File: src/rtl/riscv_pkg.sv
// ---------------------------------------------------------------------------
// riscv_pkg
// Shared definitions for the single-issue RISC-V core:
//   - funct3 access-size encodings for loads and stores
//   - major opcode constants used by the control decoder
//   - state encoding of the memory access unit FSM
//   - isMisaligned(): natural-alignment check for a given access size
// No ports (package).
// ---------------------------------------------------------------------------
package riscv_pkg;

   // funct3 access sizes (bit 2 selects zero-extension for loads)
   localparam logic [2:0] F3_B  = 3'b000;
   localparam logic [2:0] F3_H  = 3'b001;
   localparam logic [2:0] F3_W  = 3'b010;
   localparam logic [2:0] F3_BU = 3'b100;
   localparam logic [2:0] F3_HU = 3'b101;

   // Major opcodes decoded by the main control unit
   localparam logic [6:0] OPC_LOAD   = 7'b0000011;
   localparam logic [6:0] OPC_STORE  = 7'b0100011;
   localparam logic [6:0] OPC_OP     = 7'b0110011;
   localparam logic [6:0] OPC_OP_IMM = 7'b0010011;
   localparam logic [6:0] OPC_LUI    = 7'b0110111;
   localparam logic [6:0] OPC_AUIPC  = 7'b0010111;
   localparam logic [6:0] OPC_BRANCH = 7'b1100011;
   localparam logic [6:0] OPC_JAL    = 7'b1101111;
   localparam logic [6:0] OPC_JALR   = 7'b1100111;

   // Memory access unit FSM states
   typedef enum logic [1:0] {
      IDLE = 2'd0,
      REQ  = 2'd1,
      WAIT = 2'd2
   } mau_state_e;

   // Byte accesses are always aligned, halfwords need addr[0]=0 and anything
   // wider is treated as a word needing addr[1:0]=0 (matches the lane logic).
   function automatic logic isMisaligned(input logic [1:0] sizeBits,
                                         input logic [1:0] addrLo);
      case (sizeBits)
         2'b00:   isMisaligned = 1'b0;
         2'b01:   isMisaligned = addrLo[0];
         default: isMisaligned = (addrLo != 2'b00);
      endcase
   endfunction

endpackage

File: src/rtl/load_store_align.sv
// ---------------------------------------------------------------------------
// load_store_align
// Purely combinational lane logic for the memory stage.
//   i_funct3     access size / sign (riscv_pkg F3_* encodings)
//   i_addr_lo    low two address bits selecting the byte lane
//   i_store_data rs2 value of a store
//   i_rdata      word returned by the data memory
//   o_be         store byte enables
//   o_wdata      store data replicated across all lanes of its size
//   o_load_data  selected load lane, sign- or zero-extended
// ---------------------------------------------------------------------------
module load_store_align
   import riscv_pkg::*;
#(
   parameter int XLEN = 32
) (
   input  logic [2:0]      i_funct3,
   input  logic [1:0]      i_addr_lo,
   input  logic [XLEN-1:0] i_store_data,
   input  logic [XLEN-1:0] i_rdata,
   output logic [3:0]      o_be,
   output logic [XLEN-1:0] o_wdata,
   output logic [XLEN-1:0] o_load_data
);

   logic [XLEN-1:0] w_shifted;

   // Move the addressed lane down to bit 0 so extension works on one place.
   assign w_shifted = i_rdata >> {i_addr_lo, 3'b000};

   // Store side: replicating the data lets memory pick it up from whichever
   // lane the byte enables select.
   always_comb begin
      o_be    = 4'b1111;
      o_wdata = i_store_data;
      case (i_funct3[1:0])
         F3_B[1:0]: begin
            o_be    = 4'b0001 << i_addr_lo;
            o_wdata = {(XLEN/8){i_store_data[7:0]}};
         end
         F3_H[1:0]: begin
            o_be    = 4'b0011 << {i_addr_lo[1], 1'b0};
            o_wdata = {(XLEN/16){i_store_data[15:0]}};
         end
         default: begin
            o_be    = 4'b1111;
            o_wdata = i_store_data;
         end
      endcase
   end

   // Load side: funct3[2] selects zero-extension (BU/HU).
   always_comb begin
      o_load_data = i_rdata;
      case (i_funct3[1:0])
         F3_B[1:0]: o_load_data = i_funct3[2] ?
                                  {{(XLEN-8){1'b0}}, w_shifted[7:0]} :
                                  {{(XLEN-8){w_shifted[7]}}, w_shifted[7:0]};
         F3_H[1:0]: o_load_data = i_funct3[2] ?
                                  {{(XLEN-16){1'b0}}, w_shifted[15:0]} :
                                  {{(XLEN-16){w_shifted[15]}}, w_shifted[15:0]};
         default:   o_load_data = i_rdata;
      endcase
   end

endmodule

File: src/rtl/mem_access_unit.sv
// ---------------------------------------------------------------------------
// mem_access_unit
// Memory-stage access unit: runs one data-memory transaction per load/store
// over a req/gnt/rvalid handshake, stalls the pipeline meanwhile and emits a
// registered writeback record.
//   clk, rstn                        clock, async active-low reset
//   ex_valid, mem_read, mem_write,
//   mem_to_reg, reg_write, funct3,
//   alu_result, store_data, rd       instruction from the execute stage
//   stall                            combinational upstream hold
//   dmem_req/we/addr/wdata/be        registered request to data memory
//   dmem_gnt, dmem_rvalid, dmem_rdata  memory grant and read response
//   wb_valid/reg_write/rd/data       registered writeback record
//   misalign, timeout                error pulses aligned with wb_valid
// ---------------------------------------------------------------------------
module mem_access_unit
   import riscv_pkg::*;
#(
   parameter int XLEN     = 32,
   parameter int MAX_WAIT = 255
) (
   input  logic            clk,
   input  logic            rstn,
   input  logic            ex_valid,
   input  logic            mem_read,
   input  logic            mem_write,
   input  logic            mem_to_reg,
   input  logic            reg_write,
   input  logic [2:0]      funct3,
   input  logic [XLEN-1:0] alu_result,
   input  logic [XLEN-1:0] store_data,
   input  logic [4:0]      rd,
   output logic            stall,
   output logic            dmem_req,
   output logic            dmem_we,
   output logic [XLEN-1:0] dmem_addr,
   output logic [XLEN-1:0] dmem_wdata,
   output logic [3:0]      dmem_be,
   input  logic            dmem_gnt,
   input  logic            dmem_rvalid,
   input  logic [XLEN-1:0] dmem_rdata,
   output logic            wb_valid,
   output logic            wb_reg_write,
   output logic [4:0]      wb_rd,
   output logic [XLEN-1:0] wb_data,
   output logic            misalign,
   output logic            timeout
);

   mau_state_e      r_state, w_nextState;
   logic [XLEN-1:0] r_addr, r_wdata, r_wbData;
   logic [2:0]      r_funct3;
   logic [4:0]      r_rd, r_wbRd;
   logic [3:0]      r_be;
   logic [7:0]      r_waitCnt;
   logic            r_memToReg, r_regWrite, r_we, r_dmemReq;
   logic            r_wbValid, r_wbRegWrite, r_misalign, r_timeout;

   logic            w_isMem, w_misaligned, w_accept, w_cntHit, w_stall, w_abort;
   logic [2:0]      w_alignFunct3;
   logic [1:0]      w_alignAddrLo;
   logic [3:0]      w_be;
   logic [XLEN-1:0] w_wdata, w_loadData;

   assign w_isMem      = mem_read | mem_write;
   assign w_misaligned = isMisaligned(funct3[1:0], alu_result[1:0]);
   assign w_accept     = (r_state == IDLE) && ex_valid && w_isMem && !w_misaligned;
   assign w_cntHit     = (r_waitCnt == 8'(MAX_WAIT - 1));

   // One lane aligner serves both directions: store lanes are needed only at
   // acceptance (IDLE, live inputs), load extraction only in WAIT (latched).
   assign w_alignFunct3 = (r_state == IDLE) ? funct3 : r_funct3;
   assign w_alignAddrLo = (r_state == IDLE) ? alu_result[1:0] : r_addr[1:0];

   load_store_align #(.XLEN(XLEN)) u_align (
      .i_funct3     (w_alignFunct3),
      .i_addr_lo    (w_alignAddrLo),
      .i_store_data (store_data),
      .i_rdata      (dmem_rdata),
      .o_be         (w_be),
      .o_wdata      (w_wdata),
      .o_load_data  (w_loadData)
   );

   // Next-state and stall. Completion (store grant, load rvalid) and abort
   // release the stall in the same cycle so the pipeline advances at the edge.
   always_comb begin
      w_nextState = r_state;
      w_stall     = 1'b0;
      w_abort     = 1'b0;
      case (r_state)
         IDLE: begin
            if (w_accept) begin
               w_nextState = REQ;
               w_stall     = 1'b1;
            end
         end
         REQ: begin
            if (dmem_gnt) begin
               w_nextState = r_we ? IDLE : WAIT;
               w_stall     = !r_we;
            end else if (w_cntHit) begin
               w_nextState = IDLE;
               w_abort     = 1'b1;
            end else begin
               w_stall = 1'b1;
            end
         end
         WAIT: begin
            if (dmem_rvalid) begin
               w_nextState = IDLE;
            end else if (w_cntHit) begin
               w_nextState = IDLE;
               w_abort     = 1'b1;
            end else begin
               w_stall = 1'b1;
            end
         end
         default: w_nextState = IDLE;
      endcase
   end

   // Gated by reset so stall reads 0 while rstn is low, whatever ex_valid does.
   assign stall = rstn & w_stall;

   // State, timeout counter and the request registers. The request fields are
   // captured once at acceptance so they stay stable until the grant.
   always_ff @(posedge clk or negedge rstn) begin
      if (!rstn) begin
         r_state    <= IDLE;
         r_waitCnt  <= 8'd0;
         r_dmemReq  <= 1'b0;
         r_addr     <= '0;
         r_wdata    <= '0;
         r_be       <= 4'b0;
         r_we       <= 1'b0;
         r_funct3   <= 3'b0;
         r_rd       <= 5'd0;
         r_memToReg <= 1'b0;
         r_regWrite <= 1'b0;
      end else begin
         r_state   <= w_nextState;
         r_dmemReq <= (w_nextState == REQ);
         if (w_accept || ((r_state == REQ) && dmem_gnt)) begin
            r_waitCnt <= 8'd0;
         end else if ((r_state == REQ) || (r_state == WAIT)) begin
            r_waitCnt <= r_waitCnt + 8'd1;
         end
         if (w_accept) begin
            r_addr     <= alu_result;
            r_wdata    <= w_wdata;
            r_be       <= w_be;
            r_we       <= mem_write;
            r_funct3   <= funct3;
            r_rd       <= rd;
            r_memToReg <= mem_to_reg;
            r_regWrite <= reg_write & ~mem_write;
         end
      end
   end

   // Writeback record: every source produces a one-cycle pulse; the flags
   // default low each cycle and only the completing event sets them.
   always_ff @(posedge clk or negedge rstn) begin
      if (!rstn) begin
         r_wbValid    <= 1'b0;
         r_wbRegWrite <= 1'b0;
         r_wbRd       <= 5'd0;
         r_wbData     <= '0;
         r_misalign   <= 1'b0;
         r_timeout    <= 1'b0;
      end else begin
         r_wbValid    <= 1'b0;
         r_wbRegWrite <= 1'b0;
         r_misalign   <= 1'b0;
         r_timeout    <= 1'b0;
         if ((r_state == IDLE) && ex_valid && !w_isMem) begin
            r_wbValid    <= 1'b1;
            r_wbRegWrite <= reg_write;
            r_wbRd       <= rd;
            r_wbData     <= alu_result;
         end else if ((r_state == IDLE) && ex_valid && w_misaligned) begin
            r_wbValid  <= 1'b1;
            r_misalign <= 1'b1;
            r_wbRd     <= rd;
            r_wbData   <= alu_result;
         end else if ((r_state == REQ) && dmem_gnt && r_we) begin
            r_wbValid <= 1'b1;
            r_wbRd    <= r_rd;
            r_wbData  <= r_addr;
         end else if ((r_state == WAIT) && dmem_rvalid) begin
            r_wbValid    <= 1'b1;
            r_wbRegWrite <= r_regWrite;
            r_wbRd       <= r_rd;
            r_wbData     <= r_memToReg ? w_loadData : r_addr;
         end else if (w_abort) begin
            r_wbValid <= 1'b1;
            r_timeout <= 1'b1;
            r_wbRd    <= r_rd;
            r_wbData  <= r_addr;
         end
      end
   end

   assign dmem_req     = r_dmemReq;
   assign dmem_we      = r_we;
   assign dmem_addr    = {r_addr[XLEN-1:2], 2'b00};
   assign dmem_wdata   = r_wdata;
   assign dmem_be      = r_be;
   assign wb_valid     = r_wbValid;
   assign wb_reg_write = r_wbRegWrite;
   assign wb_rd        = r_wbRd;
   assign wb_data      = r_wbData;
   assign misalign     = r_misalign;
   assign timeout      = r_timeout;

endmodule

File: config.mk
export PLATFORM = sky130hd
export DESIGN_NAME = mem_access_unit
export DESIGN_NICKNAME = d
export VERILOG_FILES = /design/src/rtl/riscv_pkg.sv /design/src/rtl/load_store_align.sv /design/src/rtl/mem_access_unit.sv
export SDC_FILE = /design/constraint.sdc
export NUM_CORES = 1
export LEC_CHECK = 0
export ABC_CLOCK_PERIOD_IN_PS = 8000
export CORE_MARGIN = 2
export CORE_UTILIZATION = 45
export CTS_CLUSTER_SIZE = 28
export DETAILED_ROUTE_END_ITERATION = 10
export GPL_TIMING_DRIVEN = 0
export PLACE_DENSITY = 0.87
export SYNTH_ARGS = -nofsm -noshare
export SYNTH_HDL_FRONTEND = slang
export SYNTH_HIERARCHICAL = 1
export SYNTH_SLANG_ARGS = --single-unit
File: constraint.sdc
create_clock -name clk -period 8 [get_ports clk]
set_clock_uncertainty 0.15 [all_clocks]
set_input_delay 1.6 -clock clk [delete_from_list [all_inputs] [get_ports clk]]
set_output_delay 1.6 -clock clk [all_outputs]
set_load 0.005 [all_outputs]
; Yosys cells after proc, flatten, opt, wreduce, memory -nomap -nowiden
; Cells that the tools add are included.
[classes]
n_eq_ne = 6
mux = 51
bitwise = 4
reduce_logical = 19
n_addsub = 1
shift = 3
[ops]
columns = operator, count
row1 = $mux 32, 8
row2 = $pmux 32 s2, 2
row3 = $shr 32x5->16, 1
row4 = $mux 5, 5
row5 = $mux 1, 22
row6 = $mux 8, 2
row7 = $mux 2, 6
row8 = $add 8x1->8 const B, 1
row9 = $eq 2x1->1 const B, 4
row10 = $eq 8x8->1 const B, 1
row11 = $logic_and 1x1->1, 8
row12 = $pmux 4 s2, 1
row13 = $logic_not 2->1, 3
row14 = $pmux 2 s3, 1
row15 = $reduce_bool 5->1, 1
row16 = $pmux 1 s2, 2
row17 = $reduce_bool 2->1, 2
row18 = $shl 1x2->4 const A, 1
row19 = $shl 2x2->4 const A, 1
row20 = $logic_not 1->1, 3
row21 = $mux 3, 1
row22 = $pmux 1 s3, 1
row23 = $and 1x1->1, 2
row24 = $eq 2x2->1 const B, 1
row25 = 3 further kinds, 4
[totals]
word_cells = 101
inputBits = 113
register_bits = 131
out_inout_bits = 112

; Logic depth before layout (Yosys ltp)
[logic_depth]
word_depth = 10
ltp_mapped = 14
depth_no_buf = 10

; Hierarchy
; Netlist, hierarchy kept.
[modules_own_cells]
columns = module, cells_per_inst, n_inst, area_per_inst_um2, seq_area_each_um2
row1 = mem_access_unit, 585, 1, 6444.9, 3278.1
row2 = load_store_align, 199, 1, 1261.2, 0.0

; Worst setup path before layout
; No wires, ideal clock.
[synth_timing]
kind = input to output
from = input funct3[1]
to = output stall
n_path_buf = 2
arrival_ns = 2.672
t_required_ns = 6.250
setup_slack_ns = 3.578
path_stages = 5
path_cell_list = o21a_1 > or3_4 > buf_4 > buf_6 > a21oi_1
[synth_between]
elab_chain_len = 7
word_cells_on_any_way = 8
cone_classes = eq/ne (1) / mux (3) / bitwise (1) / reduce/logical (3)
[synth_lines]
columns = item, line_no
row1 = start: declaration, mem_access_unit.sv:29  ; input logic [2:0] funct3,
row2 = $eq 2x1->1 / $logic_not 2->1 (equally long branches), riscv_pkg.sv:41  ; case (sizeBits)
row3 = $pmux 1 s2 (*), riscv_pkg.sv:41
row4 = $logic_not 1->1 (*), mem_access_unit.sv:67  ; assign w_accept = (r_state == IDLE) && ex_valid && w_isMem && !w_misaligned;
row5 = $logic_and 1x1->1 (*), mem_access_unit.sv:67
row6 = $mux 1 (*), mem_access_unit.sv:93  ; if (w_accept) begin
row7 = $pmux 1 s3 (*), mem_access_unit.sv:91  ; case (r_state)
row8 = $and 1x1->1 (*), mem_access_unit.sv:124  ; assign stall = rstn & w_stall;
row9 = end: declaration, mem_access_unit.sv:33  ; output logic stall,
; Mark *: on every way between the ends. The rest lies on a longest branch, timed or not.

; Worst setup path in the final report
[layout_timing]
from = input ex_valid
to = output stall
[layout_between]
elab_chain_len = 6
[layout_lines]
columns = item, line_no
row1 = start: declaration, mem_access_unit.sv:24  ; input logic ex_valid,
row2 = $logic_and 1x1->1 (3 in series), mem_access_unit.sv:67
row3 = $mux 1, mem_access_unit.sv:93
row4 = $pmux 1 s3, mem_access_unit.sv:91
row5 = $and 1x1->1, mem_access_unit.sv:124
; Every way passes these cells.

==> results_dict.tcl <==
set metrics [dict create \
    crit_top_cell "clkdlybuf4s50_1" \
    clk_latency_ns 0.43 \
    grt_pass1_vias 7383 \
    timing.final.crit_period_ns 5.56 \
    antenna_found_initial 0 \
    maxCapViolCount 0 \
    totalWireLength_um 25100 \
    fin_cells 1260 \
    required_ns 6.25 \
    cts-resized-gates 0 \
    status "finished clean" \
    r2r_slack_ns 4.68 \
    slew_violations 0 \
    synthCells 784 \
    grt_overflow 0 \
    grt_pass1_wl_um 39400 \
    syn_to_final_growth_pct 40.8 \
    cp_cell_sequence "clkdlybuf4s50_1, o211ai_1, or3_4, buf_4, buf_6, a21oi_1, clkdlybuf4s50_1" \
    postCtsSetupRepairBufs 0 \
    hold_violations 0 \
    worst_r2r_startpoint "r_state[0]$_DFF_PN0_" \
    antennaDiodeCount 0 \
    critPathKind "input port to output port" \
    netlist_area_sq_um 7710 \
    drive_above_1_share_pct 20.5 \
    p_sw_share_pct 33.7 \
    grt_setup_unrepaired "no" \
    ant_nets 0 \
    yosysSeqAreaShare_pct 42.5 \
    rr_worst_depth 12 \
    fin_crit_sh_pct 69.5 \
    io_pins 225 \
    synth-edff-count 0 \
    pwr-share-comb_pct 48.9 \
    ys_ff_latch 131 \
    slew-limit-headroom_pct 55.0 \
    core_area_sq_um 16600 \
    h-tree-depth 4 \
    cts_tree "built" \
    cts.sinks 131 \
    numCtsBuffers 17 \
    yosysTopAreaCell "dfrtp_1" \
    fp-row-count 47 \
    dieArea_sq_um 18200 \
    power_frac_clock_pct 20.8 \
    synth_top_area_share_pct 42.5 \
    track_usage_pct 28.0 \
    hp-class "flip-flop to flip-flop" \
    peakVddDrop_mv 0.225 \
    first_iter_violations 582 \
    p_leak_nw 4.68 \
    hold_depth 1 \
    drc 0 \
    yosys_warnings 6 \
    worstReg2RegEnd "wb_data[8]$_DFFE_PN0P_" \
    grt_start_max_net_pins 86 \
    whs_ns 0.352 \
    setup_violations 0 \
    avgSynthCellArea_sq_um 9.83 \
    net-switching-power_w 0.00132 \
    fmax_ghz 0.180 \
    floorplan.initialDensity_pct 46.3 \
    synth.distinct_cells 51 \
    place_inst 1228 \
    die_h_um 135 \
    worstMarginPinSlew_ns 0.674 \
    cp_data_arrival_time_ns 3.81 \
    total_power_w 0.00393 \
    cts-root-buf "clkbuf_16" \
    clkTransAtPathRegs_ns 0.05 \
    clockBufferDepth 2 \
    drtPass1Iterations 6 \
    worstPathMaxFanout 10 \
    critPathMaxStageDelay_ns 0.58 \
    fillers 1340 \
    routabilityCongestion 0.935 \
    internal_power_w 0.00261 \
    pwr_density_cell_nw_per_um2 362 \
    cp_top_family "buffers and inverters" \
    critPathSlowestCell "clkdlybuf4s50_1" \
    ys.flop_type "dfrtp_1" \
    async_flop_share_pct 100 \
    place_worst_setup_slack_ns 2.46 \
    hold_start "dmem_be[1]$_DFFE_PN0P_" \
    crit_path_end_kind "output port" \
    whs_endpoint "dmem_be[1]$_DFFE_PN0P_" \
    critPathBufInv 4 \
    viasPerCell 5.65 \
    pwr-share-seq_pct 30.3 \
    hpwl_um 18600 \
    wl_per_cell_um 19.9 \
    synthTopCellsByArea "dfrtp_1 (43%), mux2_2 (14%), nand2_1 (4.6%)" \
    postCtsHoldBufs 0 \
    cp-start-kind "input port" \
    worst_slack_ns 2.44 \
    via_count 7122 \
    port_buffers 222 \
    die_w_um 135 \
    layout.nets 1146 \
]
-- power groups by stage --
stage          clock network (W)  logic [W]  registers (W)
2_1_floorplan                  0    0.00102        0.00116
3_3_place_gp                   0    0.00185        0.00118
3_5_place_dp                   0    0.00190        0.00119
4_1_cts                 0.000824    0.00192        0.00119
5_1_grt                 0.000859    0.00207        0.00122
6_report                0.000818    0.00192        0.00119
-- layer usage --
layer  GRT usage, %  share of wire (%)  vias to the layer above
met5              0                  0                        -
met2           44.2                 48                      352
met3           8.86                9.8                       55
met4           11.3                2.9                        0
met1           35.8                 40                     3459
li1               -                  -                     3256
-- worst max path at each step --
stage / start / to / depth (start not counted)
floorplan: funct3[1] / stall / 5
global placement: rstn / stall / 4
detailed placement: funct3[1] / stall / 7
CTS: alu_result[0] / stall / 7
global route: alu_result[0] / stall / 7
finish: ex_valid / stall / 7
-- state kept, by name (all words and copies together), names as in the netlist, 2 cells and up --
name,cells
r_waitCnt,8
r_state,2
dmem_wdata,32
wb_data,32
dmem_be,4
r_funct3,3
r_addr,32
wb_rd,5
r_rd,5
-- synth_stat cells (4+ instances only) --
cell       number
nor2b_1        12
o21ai_0        53
buf_6          10
a31oi_1         6
buf_4          43
a21oi_1        55
nor3_1         33
nand3_1         6
a2bb2oi_1      32
clkbuf_1       33
and3_1          4
nand2_1        94
nand4_1         4
o31ai_1        32
dfrtp_1       131
ha_1            6
buf_2          20
inv_1           4
o21bai_1        4
o2bb2ai_1       8
mux2_2         99
mux2i_1        25
xor2_1          6
nor2_1         28
-- through the flow --
| stage | instance area [sq um] | TNS [ns] | util (%) |
|---|---|---|---|
| 2_1_floorplan | 7710 | 0 | - |
| 3_3_place_gp | 10200 | -6.23 | 61.3 |
| 3_5_place_dp | 10200 | 0 | 61.5 |
| 4_1_cts | 10800 | 0 | 65.2 |
| 5_1_grt | 10800 | 0 | 65.2 |
| 6_report | 10800 | 0 | 65.2 |
-- kinds of logic after synthesis --
family / after synthesis / synth area share (%)
AOI/OAI and AO/OA: 205 / 17.3
xor gates and xnor gates: 7 / 0.796
adders and majority gates: 6 / 0.974
buffers and inverters: 111 / 8.80
DFF: 131 / 42.5
muxes: 124 / 17.7
other: 1 / 0.0487
and+or+nand+nor: 199 / 11.8
-- area by class of cell --
cell class / count / area, sq um / area share [%]
multi-input combinational: 543 / 3750 / 34.6
sequential: 131 / 3280 / 30.2
timing repair buffer: 223 / 2250 / 20.7
buffer: 107 / 663 / 6.11
clock buffer: 21 / 460 / 4.24
tap: 220 / 275 / 2.54
clock inverter: 11 / 153 / 1.41
inverter: 4 / 15.0 / 0.138
-- cell usage in the layout (no fill, tap or decap), drive strengths merged, types with 2 or more instances in the layout --
| master | count |
|---|---|
| clkdlybuf4s50 | 221 |
| dfrtp | 131 |
| mux2 | 99 |
| nand2 | 94 |
| buf | 76 |
| o21ai | 56 |
| a21oi | 55 |
| clkbuf | 54 |
| nor3 | 34 |
| a2bb2oi | 32 |
| o31ai | 32 |
| nor2 | 29 |
| mux2i | 25 |
| nor2b | 12 |
| o2bb2ai | 8 |
| nand3 | 7 |
| xor2 | 6 |
| a31oi | 6 |
| ha | 6 |
| inv | 5 |
| o21bai | 5 |
| nand4 | 4 |
| and3 | 4 |
| clkinv | 4 |
| and2 | 3 |
| nor4 | 3 |
| clkinvlp | 3 |
| bufinv | 3 |
| or2 | 2 |
| o211ai | 2 |
| nand2b | 2 |
| conb | 2 |
Note: power is estimated with default switching activity, not from simulation.
